===== src/rtl/posit_pkg.sv =====
// Shared types for the posit arithmetic units and their controllers.
// Latency: n/a (types, constants and a width helper only).
// Backpressure: n/a.
package posit_pkg;

   typedef enum logic [1:0] {
      POSIT16,
      POSIT32,
      POSIT8,
      POSIT64
   } posit_format_e;

   function automatic int unsigned posit_width(posit_format_e fmt);
      case (fmt)
         POSIT8:  return 8;
         POSIT32: return 32;
         POSIT64: return 64;
         default: return 16;
      endcase
   endfunction

   typedef enum logic [0:0] {
      DIV,
      SQRT
   } operation_e;

   typedef enum logic [2:0] {
      RNE,
      RTZ,
      RDN,
      RUP,
      RMM
   } roundmode_e;

   // Exception flags in {NV, DZ, OF, UF, NX} order.
   typedef struct packed {
      logic nv;
      logic dz;
      logic of;
      logic uf;
      logic nx;
   } status_t;

   typedef enum logic [1:0] {
      DSC_IDLE,
      DSC_EXEC,
      DSC_RESP
   } divsqrt_ctrl_state_e;

endpackage


===== src/rtl/posit_rr_arbiter.sv =====
// Round-robin arbiter: first asserted request at or above ptr (wrapping) wins.
// Latency: purely combinational, zero cycles.
// Backpressure: none; the caller decides whether the grant is consumed.
//
// Ports:
//   req     in   NUM_REQ  request vector
//   ptr     in   IDW      highest-priority index this cycle
//   gnt     out  NUM_REQ  one-hot grant, all zero when nothing requests
//   gnt_id  out  IDW      binary index of the granted requester
module posit_rr_arbiter #(
   parameter  int unsigned NUM_REQ = 2,
   localparam int unsigned IDW     = (NUM_REQ > 1) ? $clog2(NUM_REQ) : 1
) (
   input  logic [NUM_REQ-1:0] req,
   input  logic [IDW-1:0]     ptr,
   output logic [NUM_REQ-1:0] gnt,
   output logic [IDW-1:0]     gnt_id
);

   logic           found;
   logic [IDW:0]   sum;
   logic [IDW-1:0] cand;

   always_comb begin
      gnt    = '0;
      gnt_id = '0;
      found  = 1'b0;
      sum    = '0;
      cand   = '0;
      for (int unsigned i = 0; i < NUM_REQ; i++) begin
         // One extra bit so ptr + i cannot overflow before the wrap.
         sum = {1'b0, ptr} + (IDW+1)'(i);
         if (sum >= (IDW+1)'(NUM_REQ)) begin
            cand = IDW'(sum - (IDW+1)'(NUM_REQ));
         end else begin
            cand = IDW'(sum);
         end
         if (!found && req[cand]) begin
            found     = 1'b1;
            gnt[cand] = 1'b1;
            gnt_id    = cand;
         end
      end
   end

endmodule


===== src/rtl/posit_divsqrt_ctrl.sv =====
// Shares one posit div/sqrt unit among NUM_REQ requesters; operands are held for a multicycle path.
// Latency: request handshake to resp_valid_o in MCP_CYCLES+1 edges; issue period MCP_CYCLES+2.
// Backpressure: one op in flight; req_ready_o stays low until the response is taken or flushed.
//
// Ports:
//   clk_i, rst_i                      clock, synchronous active-high reset
//   flush_i                           drop the operation in flight (also forwarded on du_flush_o)
//   req_valid_i/req_ready_o           per-requester request handshake, ready is one-hot or zero
//   req_operands_i/op/rnd_mode/tag    per-requester payload ([r][0]=a, [r][1]=b)
//   resp_valid_o/resp_ready_i         one-hot response handshake back to the issuing requester
//   resp_result_o/status_o/tag_o      shared response payload
//   du_*                              registered operands to the unit and its result inputs
//   busy_o                            an operation is in EXEC or RESP
module posit_divsqrt_ctrl import posit_pkg::*; #(
   parameter  posit_format_e pFormat    = posit_format_e'(0),
   parameter  int unsigned   NUM_REQ    = 2,
   parameter  int unsigned   MCP_CYCLES = 4,
   localparam int unsigned   WIDTH      = posit_width(pFormat)
) (
   input  logic                              clk_i,
   input  logic                              rst_i,
   input  logic                              flush_i,

   input  logic       [NUM_REQ-1:0]          req_valid_i,
   output logic       [NUM_REQ-1:0]          req_ready_o,
   input  logic       [NUM_REQ-1:0][1:0][WIDTH-1:0] req_operands_i,
   input  operation_e [NUM_REQ-1:0]          req_op_i,
   input  roundmode_e [NUM_REQ-1:0]          req_rnd_mode_i,
   input  logic       [NUM_REQ-1:0]          req_tag_i,

   output logic       [NUM_REQ-1:0]          resp_valid_o,
   input  logic       [NUM_REQ-1:0]          resp_ready_i,
   output logic       [WIDTH-1:0]            resp_result_o,
   output status_t                           resp_status_o,
   output logic                              resp_tag_o,

   output logic       [1:0][WIDTH-1:0]       du_operands_o,
   output operation_e                        du_op_o,
   output roundmode_e                        du_rnd_mode_o,
   output logic                              du_tag_o,
   output logic                              du_in_valid_o,
   input  logic                              du_in_ready_i,
   input  logic       [WIDTH-1:0]            du_result_i,
   input  status_t                           du_status_i,
   input  logic                              du_tag_i,
   input  logic                              du_out_valid_i,
   output logic                              du_out_ready_o,
   output logic                              du_flush_o,

   output logic                              busy_o
);

   localparam int unsigned IDW = (NUM_REQ > 1) ? $clog2(NUM_REQ) : 1;
   localparam int unsigned CW  = $clog2(MCP_CYCLES + 1);

   divsqrt_ctrl_state_e state_q, state_d;

   logic [IDW-1:0]        rr_ptr_q;
   logic [IDW-1:0]        id_q;
   logic [CW-1:0]         cnt_q;
   logic [NUM_REQ-1:0]    gnt;
   logic [IDW-1:0]        gnt_id;

   logic [1:0][WIDTH-1:0] operands_q;
   operation_e            op_q;
   roundmode_e            rnd_q;
   logic                  tag_q;

   logic [WIDTH-1:0]      res_q;
   status_t               status_q;
   logic                  res_tag_q;

   logic                  accept;
   logic                  capture;
   logic                  cnt_last;

   posit_rr_arbiter #(
      .NUM_REQ (NUM_REQ)
   ) u_arb (
      .req    (req_valid_i),
      .ptr    (rr_ptr_q),
      .gnt    (gnt),
      .gnt_id (gnt_id)
   );

   // The unit's result is only trusted once the operands have been stable
   // for the full multicycle window.
   assign cnt_last = (cnt_q == CW'(MCP_CYCLES - 1));

   always_comb begin
      state_d        = state_q;
      req_ready_o    = '0;
      resp_valid_o   = '0;
      du_in_valid_o  = 1'b0;
      du_out_ready_o = 1'b0;
      accept         = 1'b0;
      capture        = 1'b0;
      case (state_q)
         DSC_IDLE: begin
            // Reset and flush both outrank a handshake, so ready is masked.
            if (!rst_i && !flush_i) begin
               req_ready_o = gnt;
               if (|gnt) begin
                  accept  = 1'b1;
                  state_d = DSC_EXEC;
               end
            end
         end
         DSC_EXEC: begin
            du_in_valid_o  = 1'b1;
            du_out_ready_o = 1'b1;
            if (flush_i) begin
               state_d = DSC_IDLE;
            end else if (cnt_last && du_in_ready_i && du_out_valid_i) begin
               capture = 1'b1;
               state_d = DSC_RESP;
            end
         end
         DSC_RESP: begin
            // A flushed result must not complete a handshake, so valid drops with flush.
            if (flush_i) begin
               state_d = DSC_IDLE;
            end else begin
               resp_valid_o[id_q] = 1'b1;
               if (resp_ready_i[id_q]) begin
                  state_d = DSC_IDLE;
               end
            end
         end
         default: begin
            state_d = DSC_IDLE;
         end
      endcase
   end

   always_ff @(posedge clk_i) begin
      if (rst_i) begin
         state_q    <= DSC_IDLE;
         rr_ptr_q   <= '0;
         id_q       <= '0;
         cnt_q      <= '0;
         operands_q <= '0;
         op_q       <= operation_e'(0);
         rnd_q      <= roundmode_e'(0);
         tag_q      <= 1'b0;
         res_q      <= '0;
         status_q   <= '0;
         res_tag_q  <= 1'b0;
      end else begin
         state_q <= state_d;
         if (accept) begin
            operands_q <= req_operands_i[gnt_id];
            op_q       <= req_op_i[gnt_id];
            rnd_q      <= req_rnd_mode_i[gnt_id];
            tag_q      <= req_tag_i[gnt_id];
            id_q       <= gnt_id;
            rr_ptr_q   <= (gnt_id == IDW'(NUM_REQ - 1)) ? '0 : gnt_id + IDW'(1);
            cnt_q      <= '0;
         end else if (state_q == DSC_EXEC && !cnt_last) begin
            cnt_q <= cnt_q + CW'(1);
         end
         if (capture) begin
            res_q     <= du_result_i;
            status_q  <= du_status_i;
            res_tag_q <= du_tag_i;
         end
      end
   end

   assign du_operands_o = operands_q;
   assign du_op_o       = op_q;
   assign du_rnd_mode_o = rnd_q;
   assign du_tag_o      = tag_q;
   assign du_flush_o    = flush_i;
   assign resp_result_o = res_q;
   assign resp_status_o = status_q;
   assign resp_tag_o    = res_tag_q;
   assign busy_o        = (state_q != DSC_IDLE);

endmodule


===== config.mk =====
export PLATFORM = sky130hd
export DESIGN_NAME = posit_divsqrt_ctrl
export DESIGN_NICKNAME = d
export VERILOG_FILES = /design/src/rtl/posit_pkg.sv /design/src/rtl/posit_rr_arbiter.sv /design/src/rtl/posit_divsqrt_ctrl.sv
export SDC_FILE = /design/constraint.sdc
export NUM_CORES = 1
export LEC_CHECK = 0
export BUFFER_PORTS_ARGS = -buffer_cell sky130_fd_sc_hd__buf_2
export CAP_MARGIN = 20
export CORE_AREA = 10 10 93 95
export DETAILED_ROUTE_END_ITERATION = 6
export DIE_AREA = 0 0 103 105
export GPL_ROUTABILITY_DRIVEN = 0
export PLACE_DENSITY = 0.9
export SYNTH_ARGS = -nofsm -noshare
export SYNTH_HDL_FRONTEND = slang
export SYNTH_HIERARCHICAL = 1
export SYNTH_SLANG_ARGS = --single-unit

===== constraint.sdc =====
create_clock -name clk_i -period 2.5 [get_ports clk_i]
set_clock_uncertainty 0.05 [all_clocks]
set_input_delay 0.5 -clock clk_i [delete_from_list [all_inputs] [get_ports clk_i]]
set_output_delay 0.5 -clock clk_i [all_outputs]
set_load 0.01 [all_outputs]

==> flow_summary.ini <==
[yosys]
netlist_area_um2 = 2930
ys.flop_type = dfxtp_1
synthCells = 312
synth_edf_count = 0
async_reset_ff_frac = 0
yosysSeqAreaShare = 0.450
synth_nets = 419
yosys_warnings = 6
ys_ff_latch = 66
avgSynthCellArea_um2 = 9.40
ys_types = 34

[worst_setup_path]
cp-end-kind = output pin
critPathMaxFanout = 8
crit_required_ps = 1950
cp-start-kind = flop
crit_arrival_ps = 1490
crit_type = reg -> out

[clock_network]
cts_tree = yes
clkTransAtPathRegs_ps = 70
clk_latency_ps = 330
cts_buffers = 9
cts_setup_buffers = 0
clk_path_buf_depth = 2
cts_resized = 0
cts.sink_count = 66
cts_root_buf = clkbuf_8
cts_hold_buf = 0
htree_num_levels = 3

[die]
initial_core_util = 0.434
die_h_um = 105
num_rows = 30
ios = 172
coreArea_um2 = 6760
die_area_um2 = 10800
die_w_um = 103

[power_and_ir_drop]
ir_worst_vdd_mv = 0.313
p_leak_nw = 1.97
combPwrFrac = 0.154
power_switching_uw = 646
clock_power_share = 0.412
p_total_mw = 2.61
sw_frac_of_total = 0.248
power_density_nw_per_um2 = 638
internal_power_mw = 1.96
pwr-share-seq = 0.434

[cells_and_area]
final_cell_mix = 171 x buf_2, 66 x dfxtp_1, 33 x mux2i_1
final_cell_area_um2 = 4090
layout-drive-gt1-share = 0.486
antenna_cells = 0
layout_commonest_cell = buf_2
nets = 577
final_cells = 555
regArea_um2 = 1320
area_growth_pct = 39.4
multi_input_area_um2 = 1480
nFillCells = 603

[placed_design]
post_dp_cell_area_um2 = 3850
io_buffer_count = 171
dp.cells = 539
hpwl_um = 7560

[detailed_routing]
routed_wl_um = 9800
antenna_left = 0
drt-pass1-iter-count = 4
avgViaCountPerCell = 5.45
drt_iter0_markers = 138
drc = 0
num_vias = 3024
wl_per_cell_um = 17.7

[timing]
holdWs_ps = 344
slew-limit-headroom = 0.440
post-route-min-period_ps = 2040
min_period_over_period = 0.818
tns_ps = 0
worst_pin_slew_ps = 841
finalSetupViolations = 0
rsz0062_at_grt = no
final_hold_viol_count = 0
drv_slew = 0
clock.fmax_ghz = 0.489

[grt]
grt_pass1_vias = 3091
grt_pass1_wl_um = 15400
grt_max_degree = 35
grt_util_all_layers = 0.174
grt.overflow.total = 0
grt_antenna_before_repair = 0

[status]
outcome = completed

[flow_run]
maxCapViolCount = 0

[worst_hold_path]
hp-class = in -> reg
power groups by stage:
stage                     Combinational, mW  Sequential, mW  Clock [mW]
after floorplan                       0.196            1.17           0
after global placement                0.393            1.15           0
after detailed placement              0.407            1.16           0
after CTS                             0.408            1.13        1.10
after global routing                  0.441            1.14        1.13
final                                 0.401            1.13        1.07
path summary, 6_finish.rpt:
kind / startpoint / end / cells past startpoint / slack, ps
max: state_q[0] / req_ready_o[0] / 3 / 460
min: req_operands_i[10] / du_operands_o[10] / 2 / 340
max reg2reg: cnt_q[0] / resp_result_o[5] / 5 / 560
min reg2reg: resp_result_o[3] / resp_result_o[3] / 2 / 420
per-stage QoR:
stage | setup WS [ps] | util
after floorplan | 540 | -
after global placement | 429 | 0.569
after detailed placement | 337 | 0.569
after CTS | 416 | 0.605
after global routing | 345 | 0.605
final | 455 | 0.605
cell usage after synthesis, types with 5 or more instances:
cell      instances  area, um^2
nor3_1           22         110
nor2_1            5        18.8
o211a_1           6        60.1
a221o_1           6        60.1
nand3_1          23         115
o21ai_0          22         110
a21oi_1          32         160
mux2i_1          33         330
buf_2             7        35.0
a211oi_1         10        75.1
a31o_2           24         210
clkbuf_1         21        78.8
dfxtp_1          66        1320
per-layer routing:
layer / share of wire / wire length (um) / GRT usage / vias to the layer above
met4: 0.018 / 178 / 0.0706 / 0
met3: 0.074 / 724 / 0.0481 / 15
met5: 0 / 0 / 0 / -
met2: 0.52 / 5060 / 0.305 / 113
met1: 0.39 / 3840 / 0.190 / 1413
li1: - / - / - / 1483
cell type report:
class                   count  area share
clock inverters             7      0.0288
inverters                   3     0.00275
well taps                  80      0.0245
repair buffers            180       0.229
clock buffers               9      0.0303
multi-input cells         210       0.362
flip-flops and latches     66       0.323
registers in the layout, summed over array words and instances, names as in the netlist, 2 cells and up:
name	flops
cnt_q	3
du_operands_o	32
du_rnd_mode_o	3
resp_result_o	16
resp_status_o	5
state_q	2
cells by family (layout without fill, tap and decap cells):
family	after synthesis	after routing	synth area share
AO/OA/AOI/OAI	105	105	0.244
XOR/XNOR	1	1	0.00299
adder cells (fa/ha/maj)	2	2	0.00853
buffers and inverters	36	199	0.0542
flip-flops	66	66	0.450
multiplexers	33	33	0.113
AND/OR/NAND/NOR	69	69	0.127
critical path: stages (launching register included):
cell and delay (ps):
dfxtp_1 370, nor4_2 470, and2_1 190, buf_2 130
Power figures use the tool's default switching activity.
